===== src/rtl/operand_loader.sv =====
`default_nettype none
// ==========================================================================
// operand_loader : framed 8-word loader, start/done handshake with watchdog
// Rev 1.0
// ==========================================================================
module operand_loader #(
  parameter int DATA_W  = 32,
  parameter int TIMEOUT = 1024
) (
  input  logic              clk,
  input  logic              rst,
  input  logic              in_valid,
  output logic              in_ready,
  input  logic [DATA_W-1:0] in_data,
  input  logic              in_last,
  output logic [DATA_W-1:0] i1,
  output logic [DATA_W-1:0] i2,
  output logic [DATA_W-1:0] i3,
  output logic [DATA_W-1:0] i4,
  output logic [DATA_W-1:0] i5,
  output logic [DATA_W-1:0] i6,
  output logic [DATA_W-1:0] i7,
  output logic [DATA_W-1:0] i8,
  output logic              start,
  input  logic [DATA_W-1:0] core_result,
  input  logic              core_done,
  output logic              res_valid,
  input  logic              res_ready,
  output logic [DATA_W-1:0] res_data,
  output logic              res_err
);

  localparam int            TW   = $clog2(TIMEOUT);
  localparam logic [TW-1:0] TMAX = TW'(TIMEOUT - 1);

  typedef enum logic [2:0] {
    S_LOAD  = 3'd0,
    S_DRAIN = 3'd1,
    S_START = 3'd2,
    S_WAIT  = 3'd3,
    S_OUT   = 3'd4
  } state_t;

  state_t              state_q, state_d;
  logic [2:0]          cnt_q, cnt_d;
  logic [TW-1:0]       timer_q, timer_d;
  logic [DATA_W-1:0]   res_data_q, res_data_d;
  logic                res_err_q, res_err_d;
  logic [DATA_W-1:0]   ops_q [8];
  logic                w_accept;

  assign in_ready  = ((state_q == S_LOAD) || (state_q == S_DRAIN)) && !rst;
  assign w_accept  = in_valid && in_ready;
  assign start     = (state_q == S_START);
  assign res_valid = (state_q == S_OUT);
  assign res_data  = res_data_q;
  assign res_err   = res_err_q;

  assign i1 = ops_q[0];
  assign i2 = ops_q[1];
  assign i3 = ops_q[2];
  assign i4 = ops_q[3];
  assign i5 = ops_q[4];
  assign i6 = ops_q[5];
  assign i7 = ops_q[6];
  assign i8 = ops_q[7];

  always_comb begin
    state_d    = state_q;
    cnt_d      = cnt_q;
    timer_d    = timer_q;
    res_data_d = res_data_q;
    res_err_d  = res_err_q;
    case (state_q)
      S_LOAD: begin
        if (w_accept) begin
          cnt_d = cnt_q + 3'd1;
          if (cnt_q == 3'd7) begin
            state_d = in_last ? S_START : S_DRAIN;
          end else if (in_last) begin
            state_d    = S_OUT;
            res_err_d  = 1'b1;
            res_data_d = '0;
          end
        end
      end
      // Overlong frame: swallow the tail so the next frame starts aligned.
      S_DRAIN: begin
        if (w_accept && in_last) begin
          state_d    = S_OUT;
          res_err_d  = 1'b1;
          res_data_d = '0;
        end
      end
      S_START: begin
        timer_d = '0;
        state_d = S_WAIT;
      end
      S_WAIT: begin
        timer_d = timer_q + 1'b1;
        if (core_done) begin
          state_d    = S_OUT;
          res_err_d  = 1'b0;
          res_data_d = core_result;
        end else if (timer_q == TMAX) begin
          state_d    = S_OUT;
          res_err_d  = 1'b1;
          res_data_d = '0;
        end
      end
      S_OUT: begin
        if (res_ready) begin
          state_d = S_LOAD;
          cnt_d   = 3'd0;
        end
      end
      default: state_d = S_LOAD;
    endcase
  end

  always_ff @(posedge clk) begin
    if (rst) begin
      state_q    <= S_LOAD;
      cnt_q      <= 3'd0;
      timer_q    <= '0;
      res_data_q <= '0;
      res_err_q  <= 1'b0;
    end else begin
      state_q    <= state_d;
      cnt_q      <= cnt_d;
      timer_q    <= timer_d;
      res_data_q <= res_data_d;
      res_err_q  <= res_err_d;
    end
  end

  always_ff @(posedge clk) begin
    if (rst) begin
      for (int k = 0; k < 8; k++) ops_q[k] <= '0;
    end else if ((state_q == S_LOAD) && w_accept) begin
      ops_q[cnt_q] <= in_data;
    end
  end

endmodule
`default_nettype wire

===== config.mk =====
export PLATFORM = sky130hd
export DESIGN_NAME = operand_loader
export DESIGN_NICKNAME = d
export VERILOG_FILES = /design/src/rtl/operand_loader.sv
export SDC_FILE = /design/constraint.sdc
export NUM_CORES = 1
export LEC_CHECK = 0
export CAP_MARGIN = 30
export CORE_MARGIN = 4
export CORE_UTILIZATION = 42
export CTS_CLUSTER_SIZE = 24
export DETAILED_ROUTE_END_ITERATION = 8
export GPL_ROUTABILITY_DRIVEN = 0
export PLACE_DENSITY = 0.74
export REMOVE_ABC_BUFFERS = 1
export SLEW_MARGIN = 20
export SYNTH_ARGS = -nofsm -noshare
export SYNTH_HDL_FRONTEND = slang
export SYNTH_SLANG_ARGS = --single-unit

===== constraint.sdc =====
create_clock -name clk -period 4.7 [get_ports clk]
set_clock_uncertainty 0.15 [all_clocks]
set_input_delay 0.94 -clock clk [delete_from_list [all_inputs] [get_ports clk]]
set_output_delay 0.94 -clock clk [all_outputs]
set_load 0.05 [all_outputs]

==> out/qor.txt <==
Share of layout cells above drive strength 1 - 7.75%
Largest cells by area after synthesis - edfxtp_1, and2_1, dfxtp_1, a22o_1, nor2_1
Number of DRC markers in iteration 0 - 581
Hold_buf cts - 0
Initial core utilization - 43.1%
Comb pwr share - 12.5%
Post-CTS resize count - 0
WL/cell - 21.8 µm
Synthesized flop and latch total - 305
CP startpoint kind - primary input
Tot Pwr - 6.18 mW
Hold WS - 0.327 ns
Core Rows - 59
Crit Path Max Fanout - 14
Arrival time worst endpoint - 2.63 ns
Vias in the first global route - 7288
Synth unique cells - 40
Chip width - 172 µm
Pin count of the biggest net entering global routing - 33
Critical path data required time - 3.61 ns
Synth Area per Inst - 15.5 µm²
Maximum clock path buffer count - 3
Clock transition at path regs - 0.06 ns
Antenna viol nets, final - 0
Post-layout min period - 3.72 ns
Tcrit/Tclk final - 79.2%
Port Buffers - 361
Total CTS buffers - 31
Dpl cells - 1413
Cell count after synthesis - 733
Most frequent cells after synthesis - and2_1, edfxtp_1, dfxtp_1, a22o_1, nor2_1
Clock root buffer - clkbuf_16
Mapped Area - 11400 µm²
Clock power frac - 37.9%
Max cap viols - 0
Unrepaired setup endpoints after global routing - false
Number of remaining DRC errors - 0
Post-synthesis sequential area ratio - 76.3%
Hold Vio Cnt, Final - 0
Rel. slew slack - 40.3%
Crit-path max cell delay - 0.84 ns
Final nets - 1184
Cells along the critical path - clkdlybuf4s50_1, buf_4, nor3_1, clkdlybuf4s50_1
Switching power - 1.55 mW
Die Ht - 172 µm
Initial DRT Pass Iterations - 5
Post-synth EDFFs - 256
H-tree lvl count - 1
Initial antenna violation count - 1
Grt ovf - 0
TritonCTS clock tree - done
Min-delay worst type - reg2reg
# IOs - 362
Die area - 29700 µm²
Fmax - 269 MHz
Clock sink count - 305
Flop2flop setup slack - 1.90 ns
Core region area - 26400 µm²
Hpwl dp - 22000 µm
Leak - 6.10 nW
Internal Power - 4.62 mW
Post-Place Setup Slack - 0.756 ns
Gr usage total - 20.6%
First-pass GRT wire length - 46000 µm
Warnings, synthesis - 0
Worst Path Class, Setup - in2out
Fill cells - 1938
CP bufs+invs - 3
DR vias - 7333
Actual slew at the worst max-slew pin - 0.893 ns
Leading area contributor after synthesis - edfxtp_1
Antenna diode count - 0
Reg power frac - 49.6%
Fin cells - 1470
Final WS setup - 0.976 ns
Final setup vio count - 0
CP delay by family, top - buffers and inverters
Async SR Flop Fraction - 0%
Maximum VDD drop - 0.225 mV
Total Wirelength - 32000 µm
Outcome - finished, final reports clean
Area fraction of the dominant cell type after synthesis - 67.7%
Post-synth top flop - edfxtp_1
Sum of negative setup slack - 0 ns
Switching power share of the total - 25.1%
Area delta synth->final - 45.3%
CP endpoint kind - output pin
Most common cell on crit path - clkdlybuf4s50_1
Pwr dens - 374 nW/µm²
Slowest CP cell - clkdlybuf4s50_1
Worst-Skew Late Latency - 0.54 ns
Post-DR vias/cell - 4.99
Final Slew Violations - 0
Post-CTS Setup Inserts - 0
[metal layers]
layer  vias up  part of all wire, %  GRT usage (%)
met2       382                   49           35.3
met3        38                   10           6.15
li1       3349                    -              -
met5         -                    0              0
met1      3564                   40           26.4
met4         0                  1.5           4.00
[sequential cells by signal, summed over array words and instances, names as in the netlist]
| signal | flops |
|---|---|
| ops_q | 256 |
| res_data | 32 |
| timer_q | 10 |
| cnt_q | 3 |
| state_q | 3 |
| res_err | 1 |
[kinds of logic after synthesis]
family,after synthesis,synth area share (%)
AO/OA/AOI/OAI,53,3.58
XOR/XNOR,8,0.617
adder cells (fa/ha/maj),3,0.330
buffers and inverters,36,1.39
flip-flops,305,76.3
multiplexers,2,0.176
AND/OR/NAND/NOR,326,17.6
[stage by stage]
step	cell area (µm²)	util [%]
2_1_floorplan	11200	-
3_3_place_gp	15500	58.9
3_5_place_dp	15500	59.0
4_1_cts	16500	62.7
5_1_grt	16500	62.7
6_report	16500	62.7
[cell usage in the layout (no fill, tap or decap), types with 5 or more instances in the layout]
cell / netlist / final
clkinv_1: 1 / 6
a22o_1: 33 / 33
a21oi_1: 6 / 6
clkbuf_1: 17 / 5
xor2_1: 5 / 5
clkdlybuf4s50_1: 0 / 361
nand2_1: 10 / 10
o21ai_4: 0 / 6
and2_1: 256 / 256
nor2_1: 21 / 17
nand2b_1: 5 / 5
clkinv_2: 0 / 10
edfxtp_1: 256 / 256
nor3_1: 7 / 7
buf_4: 0 / 15
dfxtp_1: 49 / 49
clkbuf_16: 0 / 31
[layout make-up]
| class | instances | area, µm² | share of cell area [%] |
|---|---|---|---|
| multi-input cells | 392 | 2640 | 16.0 |
| clock inverters | 18 | 138 | 0.834 |
| clock buffers | 39 | 836 | 5.06 |
| well taps | 335 | 419 | 2.54 |
| flip-flops and latches | 305 | 8670 | 52.5 |
| inverters | 1 | 3.75 | 0.0227 |
| repair buffers | 380 | 3810 | 23.1 |
[final timing paths]
kind	start	to	depth (start not counted)
worst max-delay path	rst	in_ready	4
worst min register to register	res_data[3]	res_data[3]	1
worst min-delay path	res_data[3]	res_data[3]	1
worst max register to register	state_q[2]	ops_q[6][3]	4
[power groups by stage]
stage,clock [mW],sequential (mW),combinational (mW)
6_report,2.34,3.06,0.772
5_1_grt,2.50,3.07,0.802
4_1_cts,2.39,3.07,0.781
2_1_floorplan,0,3.47,0.0741
3_3_place_gp,0,3.12,0.773
3_5_place_dp,0,3.12,0.780
[worst reg2reg max path, stage by stage (launching register included)]
cell      delay (ns)
dfxtp_1         0.47
nor4b_4         0.44
nand2b_1        0.41
o21ai_4         0.73
buf_4           0.31
No activity file was read; power rests on OpenSTA's default activity.
